File: config.mk
export PLATFORM = sky130hd
export DESIGN_NAME = sap_1_controller_sequencer
export DESIGN_NICKNAME = d
export VERILOG_FILES = /design/src/rtl/sap_1_pkg.sv /design/src/rtl/SAP_1_ring_counter.sv /design/src/rtl/sap_1_controller_sequencer.sv
export SDC_FILE = /design/constraint.sdc
export NUM_CORES = 1
export LEC_CHECK = 0
export BUFFER_PORTS_ARGS = -buffer_cell sky130_fd_sc_hd__buf_2
export CORE_UTILIZATION = 35
export DETAILED_ROUTE_END_ITERATION = 8
export PLACE_DENSITY = 0.71
export SLEW_MARGIN = 20
export SYNTH_ARGS = -nofsm -noshare
export SYNTH_HDL_FRONTEND = slang
export SYNTH_SLANG_ARGS = --single-unit
File: constraint.sdc
create_clock -name Clk -period 4 [get_ports Clk]
set_clock_uncertainty 0.15 [all_clocks]
set_input_delay 0.8 -clock Clk [delete_from_list [all_inputs] [get_ports Clk]]
set_output_delay 0.8 -clock Clk [all_outputs]
set_load 0.01 [all_outputs]
File: src/rtl/sap_1_pkg.sv
// sap_1_pkg: shared constants for the SAP-1 controller/sequencer.
//   - opcode encodings (upper nibble of the instruction register)
//   - idle control word and bit positions inside the 12-bit Con word
//   - ring-counter bit positions (T1..T6)
//   - opcode classification helper used by the decoder
package sap_1_pkg;

    localparam logic [3:0] OP_LDA = 4'b0000;
    localparam logic [3:0] OP_ADD = 4'b0001;
    localparam logic [3:0] OP_SUB = 4'b0010;
    localparam logic [3:0] OP_OUT = 4'b1110;
    localparam logic [3:0] OP_HLT = 4'b1111;

    // All loads/enables inactive, Su=0, Eu=0.
    localparam logic [11:0] CON_IDLE = 12'h3E3;

    localparam int unsigned CON_CP   = 11;
    localparam int unsigned CON_EP   = 10;
    localparam int unsigned CON_LM_N = 9;
    localparam int unsigned CON_CE_N = 8;
    localparam int unsigned CON_LI_N = 7;
    localparam int unsigned CON_EI_N = 6;
    localparam int unsigned CON_LA_N = 5;
    localparam int unsigned CON_EA   = 4;
    localparam int unsigned CON_SU   = 3;
    localparam int unsigned CON_EU   = 2;
    localparam int unsigned CON_LB_N = 1;
    localparam int unsigned CON_LO_N = 0;

    localparam int unsigned T1_IDX = 0;
    localparam int unsigned T2_IDX = 1;
    localparam int unsigned T3_IDX = 2;
    localparam int unsigned T4_IDX = 3;
    localparam int unsigned T5_IDX = 4;
    localparam int unsigned T6_IDX = 5;

    typedef enum logic [2:0] {
        OPK_NOP,
        OPK_LDA,
        OPK_ADD,
        OPK_SUB,
        OPK_OUT,
        OPK_HLT
    } op_kind_t;

    // Undefined opcodes fold into NOP or HLT depending on the instance setting.
    function automatic op_kind_t classify(input logic [3:0] opcode, input logic halt_on_unknown);
        op_kind_t k;
        case (opcode)
            OP_LDA:  k = OPK_LDA;
            OP_ADD:  k = OPK_ADD;
            OP_SUB:  k = OPK_SUB;
            OP_OUT:  k = OPK_OUT;
            OP_HLT:  k = OPK_HLT;
            default: k = halt_on_unknown ? OPK_HLT : OPK_NOP;
        endcase
        return k;
    endfunction

endpackage

File: src/rtl/SAP_1_ring_counter.sv
// SAP_1_ring_counter: six-state one-hot timing ring T1->T2->...->T6->T1.
// Ports:
//   Clk     - system clock, state advances on rising edge
//   Clr_n   - asynchronous active-low reset, forces T1
//   hold    - freeze the current state (takes priority over restart)
//   restart - jump back to T1 on the next edge instead of advancing
//   T_state - one-hot state, bit0 = T1 ... bit5 = T6
module SAP_1_ring_counter (
    input  logic       Clk,
    input  logic       Clr_n,
    input  logic       hold,
    input  logic       restart,
    output logic [5:0] T_state
);

    typedef enum logic [5:0] {
        S_T1 = 6'b000001,
        S_T2 = 6'b000010,
        S_T3 = 6'b000100,
        S_T4 = 6'b001000,
        S_T5 = 6'b010000,
        S_T6 = 6'b100000
    } ring_t;

    ring_t state_q, state_d;

    always_ff @(posedge Clk or negedge Clr_n) begin
        if (!Clr_n) state_q <= S_T1;
        else        state_q <= state_d;
    end

    always_comb begin
        state_d = state_q;
        if (hold) begin
            state_d = state_q;
        end else if (restart) begin
            state_d = S_T1;
        end else begin
            case (state_q)
                S_T1:    state_d = S_T2;
                S_T2:    state_d = S_T3;
                S_T3:    state_d = S_T4;
                S_T4:    state_d = S_T5;
                S_T5:    state_d = S_T6;
                S_T6:    state_d = S_T1;
                default: state_d = S_T1;
            endcase
        end
    end

    assign T_state = state_q;

endmodule

File: src/rtl/sap_1_controller_sequencer.sv
// sap_1_controller_sequencer: SAP-1 control unit. Drives the 12-bit control
// word combinationally from the ring-counter state and the current opcode.
// Parameter:
//   HALT_ON_UNKNOWN - undefined opcode behaves as NOP (0) or HLT (1)
// Ports:
//   Clk     - system clock
//   Clr_n   - asynchronous active-low reset
//   Opcode  - upper nibble of the instruction register
//   Con     - control word {Cp,Ep,Lm_n,CE_n,Li_n,Ei_n,La_n,Ea,Su,Eu,Lb_n,Lo_n}
//   T_state - one-hot timing state, bit0 = T1 ... bit5 = T6
//   Halt    - high once HLT has executed; cleared only by Clr_n
// Build option:
//   SAP_1_SKIP_NOP_STATES_EN - return to T1 right after the last non-idle
//                              state of each instruction instead of always
//                              walking the full six-state ring.
module sap_1_controller_sequencer
    import sap_1_pkg::*;
#(
    parameter logic HALT_ON_UNKNOWN = 1'b0
) (
    input  logic        Clk,
    input  logic        Clr_n,
    input  logic [3:0]  Opcode,
    output logic [11:0] Con,
    output logic [5:0]  T_state,
    output logic        Halt
);

    op_kind_t    kind;
    logic        halt_q;
    logic        restart;
    logic [11:0] con_d;

    assign kind = classify(Opcode, HALT_ON_UNKNOWN);

    // HLT is taken on the edge that ends T3; the ring then sits at T4.
    always_ff @(posedge Clk or negedge Clr_n) begin
        if (!Clr_n)                            halt_q <= 1'b0;
        else if (T_state[T3_IDX] && kind == OPK_HLT) halt_q <= 1'b1;
    end

`ifdef SAP_1_SKIP_NOP_STATES_EN
    assign restart = (T_state[T3_IDX] && kind == OPK_NOP) ||
                     (T_state[T4_IDX] && kind == OPK_OUT) ||
                     (T_state[T5_IDX] && kind == OPK_LDA);
`else
    assign restart = 1'b0;
`endif

    SAP_1_ring_counter u_ring (
        .Clk     (Clk),
        .Clr_n   (Clr_n),
        .hold    (halt_q),
        .restart (restart),
        .T_state (T_state)
    );

    always_comb begin
        con_d = CON_IDLE;
        if (!halt_q) begin
            if (T_state[T1_IDX]) begin
                con_d[CON_EP]   = 1'b1;
                con_d[CON_LM_N] = 1'b0;
            end else if (T_state[T2_IDX]) begin
                con_d[CON_CP]   = 1'b1;
            end else if (T_state[T3_IDX]) begin
                con_d[CON_CE_N] = 1'b0;
                con_d[CON_LI_N] = 1'b0;
            end else if (T_state[T4_IDX]) begin
                case (kind)
                    OPK_LDA, OPK_ADD, OPK_SUB: begin
                        con_d[CON_EI_N] = 1'b0;
                        con_d[CON_LM_N] = 1'b0;
                    end
                    OPK_OUT: begin
                        con_d[CON_EA]   = 1'b1;
                        con_d[CON_LO_N] = 1'b0;
                    end
                    default: ;
                endcase
            end else if (T_state[T5_IDX]) begin
                case (kind)
                    OPK_LDA: begin
                        con_d[CON_CE_N] = 1'b0;
                        con_d[CON_LA_N] = 1'b0;
                    end
                    OPK_ADD, OPK_SUB: begin
                        con_d[CON_CE_N] = 1'b0;
                        con_d[CON_LB_N] = 1'b0;
                    end
                    default: ;
                endcase
            end else if (T_state[T6_IDX]) begin
                if (kind == OPK_ADD || kind == OPK_SUB) begin
                    con_d[CON_LA_N] = 1'b0;
                    con_d[CON_EU]   = 1'b1;
                    con_d[CON_SU]   = (kind == OPK_SUB);
                end
            end
        end
    end

    assign Con  = con_d;
    assign Halt = halt_q;

endmodule

==> results of run 1 <==
[kinds of logic (layout without fill, tap and decap cells)]
| logic type | after synthesis | in the layout |
|---|---|---|
| and+or+nand+nor | 28 | 28 |
| AOI/OAI and AO/OA | 14 | 14 |
| DFF | 7 | 7 |
| buffers and inverters | 5 | 32 |
| xor gates and xnor gates | 2 | 2 |
[cells in the final DEF (no fill, tap or decap), types with 2 or more instances in the layout]
cell	n
dfrtp_1	6
nand4_1	3
nor3_1	4
nor2b_1	3
nor2_1	2
nand2_1	3
inv_1	4
buf_2	24
o21ai_0	7
xnor2_1	2
nor3b_1	2
and4_1	2
clkbuf_4	3
[stage by stage]
stage	area (um^2)	hold slack, ns	power, W	instances	worst slack (ns)
after floorplan	480.5	0.3544	0.00007470	56	1.265
after global placement	614.3	0.4222	0.00008069	93	1.166
after detailed placement	614.3	0.4151	0.00008086	93	1.165
after CTS	640.6	0.2158	0.0001442	97	0.9146
after global routing	640.6	0.2120	0.0001508	97	0.8524
final	640.6	0.2230	0.0001404	97	0.9156
[sequential cells by signal, indices dropped and copies added, names as in the netlist]
name            cells
Halt                1
u_ring.T_state      6
[area by class of cell]
class / instances / area, um^2
clock buffer: 4 / 26.28
sequential: 7 / 176.4
fill: 113 / 545.5
multi-input combinational: 44 / 285.3
inverter: 4 / 15.01
tap: 14 / 17.52
timing repair buffer: 24 / 120.1
[routing by layer]
metal,up-vias,wire length [um],global-route usage (%)
li1,272,-,-
met1,247,551,20.70
met2,18,558,26.25
met3,0,78,8.671
met4,0,0,5.172
met5,-,0,0
[final timing paths]
check / cells past startpoint / from / to
max: 4 / u_ring.T_state[2]$_DFFE_PN0N_ / Con[1]
min: 1 / Clr_n / Halt$_DFFE_PN0P_
max reg2reg: 3 / u_ring.T_state[2]$_DFFE_PN0N_ / u_ring.T_state[0]$_DFFE_PN1N_
min reg2reg: 1 / u_ring.T_state[5]$_DFFE_PN0N_ / u_ring.T_state[5]$_DFFE_PN0N_
max in group asynchronous: 1 / Clr_n / u_ring.T_state[0]$_DFFE_PN1N_
min in group Clk: 1 / u_ring.T_state[5]$_DFFE_PN0N_ / u_ring.T_state[5]$_DFFE_PN0N_
[worst reg2reg max path: cells and delay by family (launching register included)]
kind	cells	cell delay, ns
simple gates	1	0.68
flops	1	0.45
compound gates	2	0.21
[power breakdown]
group           total (W)  internal, W  switching, W
logic          0.00000875   0.00000323    0.00000552
registers       0.0000711    0.0000711             0
clock network   0.0000606    0.0000378     0.0000227
total            0.000140     0.000112     0.0000282
==> out/qor.csv, run 1 <==
metric,value,unit
tns,0,ns
area.growth.synth_to_final,33.33,%
regToRegSetupSlack,2.41,ns
cts_hold_buf,0,
path_clk_slew,0.05,ns
period_share,77.11,%
cts_buffers,3,
power_density,219.1,nW/um^2
synthCells,56,
utilization,54.01,%
post-cts-setup-buffers,0,
grt_usage,17.15,%
synthMuxAreaShare,0,%
rows,12,
gp_routability_congestion,0.7867,
final_max_slew_viol_count,0,
vias_per_cell,5.536,
yosys.area.top_type,dfrtp_1,
setup_violations,0,
vias,537,
antenna_found_initial,0,
first_pass_iters,4,
synth_compound_area_share,19.27,%
synth_area_per_cell,8.580,um^2
yosysMostFrequentCell,o21ai_0,
ir_worst_vdd,276.5,uV
ys_types,29,
gr-total-overflow,0,
fin_crit,3.084,ns
nNetsFinal,90,
synth_enable_flop_cells,0,
synth_xor_area_share,3.646,%
post-route-drc-count,0,
coreArea,1186,um^2
ys_async_sr_fraction,100.0,%
synth_commonest_cells,"o21ai_0 (7), dfrtp_1 (6), inv_1 (4), nor3_1 (4)",
cpPeakStageDelay,0.57,ns
initial_core_util,40.51,%
grt_pass1_wl,1697,um
die_y,39.05,um
syn_nets,62,
wl,1188,um
ctsHtreeMaxLevel,1,
drive_above_1_share,37.35,%
drtIter0Drc,22,
io_buffer_count,24,
cts_root_buffer,clkbuf_4,
arrival,2.13,ns
cts.path.max_buffers,2,
critical-path-top-delay-family,simple AND/OR/NAND/NOR gates,
ys_seq_area_share,36.72,%
cts_tree,yes,
fmax,324.2,MHz
crit_chain,"or4_4, or4_1, or3_1, buf_2",
clock_sinks,7,
synth_top_family_by_area,simple AND/OR/NAND/NOR gates,
yosys.area_share.simple,36.46,%
worstSetupEndpointType,output port,
cap_violations,0,
ant_nets,0,
grt_pass1_vias,393,
leakagePower,0.2946,nW
cp_slowest_cell,or4_4,
max-slew-margin-rel,68.95,%
grt_max_degree,11,
synthDominantCellAreaShare,31.25,%
path_buf_inv,1,
die-area,1525,um^2
finalHoldViolations,0,
die_w,39.05,um
synthAdderAreaFrac,0,%
status,"complete, no violations",
cp-start-kind,register,
critPathMaxFanout,9,
ys_ff_latch,7,
tightest_slew,0.4621,ns
n_antenna_cell,0,
yosys_warnings,0,
wl_per_cell,12.25,um
clkLatencyLatePin,0.24,ns
cp.required,3.05,ns
pin_count,25,
synthTopCellsByArea,"dfrtp_1 (31%), o21ai_0 (7.3%), dfstp_2 (5.5%)",
dpl.hpwl,913.6,um
path_class,reg2out,
synthFlopType,dfrtp_1,
rsz0062_at_grt,no,
syn_area,480.5,um^2
holdCritPathClass,in2async,
cts_resized,0,
(Power assumes the default switching activity.)
==> run 2: changes to the inputs <==
PLACE_DENSITY = 0.73   (was 0.71)
clock period = 2.6 ns   (was 4 ns; I/O delays follow)
==> out/qor.csv, run 2 (synthesis gave the netlist of run 1 again) <==
metric,value,unit
status,finished with violations,
fin_cells,103,
combPwrFrac,6.9,%
ant_nets,0,
routed-wl-met3,65,um
rows,12,
grt_usage,19.90,%
path_clk_slew,0.05,ns
rsz0062_at_grt,yes,
dpl-instance-area,636.9,um^2
arrival,2.01,ns
drtIter0Drc,3,
swShare,20.92,%
tightest_slew,0.4517,ns
gp_routability_congestion,0.7900,
design_area,698.2,um^2
nNetsFinal,96,
worst_slack,-0.07603,ns
cp.required,1.93,ns
first_pass_iters,2,
fin_crit,2.676,ns
n_antenna_cell,0,
placed_cells,96,
cts_root_buffer,clkbuf_4,
max-slew-margin-rel,69.65,%
cts_buffers,3,
finalPower,0.0002196,W
p_switching,0.00004594,W
wl,1294,um
post-route-drc-count,0,
coreArea,1186,um^2
dpl.hpwl,982,um
largest_reg_flops,6,
cp-start-kind,register,
die-area,1525,um^2
clkLatencyLatePin,0.25,ns
area.growth.synth_to_final,45.31,%
finalHoldViolations,0,
cap_violations,0,
vias,582,
grt_max_degree,11,
ir_worst_vdd,291.1,uV
wl_per_cell,12.56,um
die_y,39.05,um
ctsHtreeMaxLevel,1,
leakagePower,0.3258,nW
final_max_slew_viol_count,0,
p_int,0.0001736,W
power_density,314.5,nW/um^2
seq_power_share,49.8,%
drt-met1-wl,596,um
fillers,112,
period_share,102.9,%
setup_violations,1,
tns,-0.07603,ns
fmax,373.7,MHz
final_common_cell,buf_2,
antenna_found_initial,0,
worstSetupEndpointType,output port,
clock_sinks,7,
drive_above_1_share,42.70,%
path_class,reg2out,
cts_tree,yes,
die_w,39.05,um
grt_pass1_wl,1973,um
pin_count,25,
holdCritPathClass,reg2reg,
vias_per_cell,5.650,
final_cell_mix,"buf_2 (24), o21ai_0 (7), dfrtp_1 (6)",
wl_met2,603,um
cts.path.max_buffers,2,
p_clk_share,43.3,%
violations,setup timing,
io_buffer_count,24,
grt_pass1_vias,472,
initial_core_util,40.51,%
top_layer_used,met4,
gr-total-overflow,0,
critPathMaxFanout,2,
-- run 2: per-layer routing --
layer,vias up,GRT usage [%]
met1,269,23.16
met5,-,0
met4,0,10.34
li1,289,-
met2,18,30.42
met3,6,8.671
-- run 2: worst max-delay path, cell delays in order, from the launching register on --
cell     delay, ns
dfrtp_1       0.37
or4_4         0.51
or4_4         0.42
or3_1         0.31
buf_2         0.14
-- run 2: final cells by class --
type                            count  area [um^2]  area share (%)
Clock buffer                        4        26.28           3.763
Inverter                            4        15.01           2.151
Multi-Input combinational cell     44        295.3           42.29
Sequential cell                     7        176.4           25.27
Tap cell                           14        17.52           2.509
Timing Repair Buffer               30        167.7           24.01
-- run 2: stage by stage --
step	utilization, %	worst slack, ns	hold slack [ns]
6_report	58.86	-0.07603	0.4420
5_1_grt	58.86	-0.1352	0.4720
4_1_cts	58.33	-0.08042	0.4438
3_5_place_dp	53.69	0.1412	0.2038
3_3_place_gp	53.69	0.1579	0.2048
2_1_floorplan	-	0.1453	0.07441
-- run 2: timing repair --
item	in CTS	in global routing
hold endpoints to repair	6	0
setup endpoints to repair	1	2
hold buffers	1	0
buffers inserted	2	0
pin swaps	1	0
resized for setup	1	1
-- run 2: worst paths after layout --
kind	startpoint	endpoint	slack, ns	cells past startpoint
max	u_ring.T_state[2]$_DFFE_PN0N_	Con[1]	-0.08	4
min	u_ring.T_state[5]$_DFFE_PN0N_	u_ring.T_state[5]$_DFFE_PN0N_	0.44	1
max reg2reg	u_ring.T_state[2]$_DFFE_PN0N_	u_ring.T_state[0]$_DFFE_PN1N_	0.95	4
min reg2reg	u_ring.T_state[5]$_DFFE_PN0N_	u_ring.T_state[5]$_DFFE_PN0N_	0.44	1
max in group asynchronous	Clr_n	u_ring.T_state[0]$_DFFE_PN1N_	1.60	2
min in group asynchronous	Clr_n	u_ring.T_state[5]$_DFFE_PN0N_	0.48	2
-- run 2: power groups by stage --
stage / Clock, W / Combinational, W / Sequential (W)
floorplan: 0 / 0.00000395 / 0.000111
global placement: 0 / 0.0000133 / 0.000111
detailed placement: 0 / 0.0000136 / 0.000111
CTS: 0.0000980 / 0.0000149 / 0.000109
global route: 0.000113 / 0.0000168 / 0.000109
finish: 0.0000952 / 0.0000151 / 0.000109
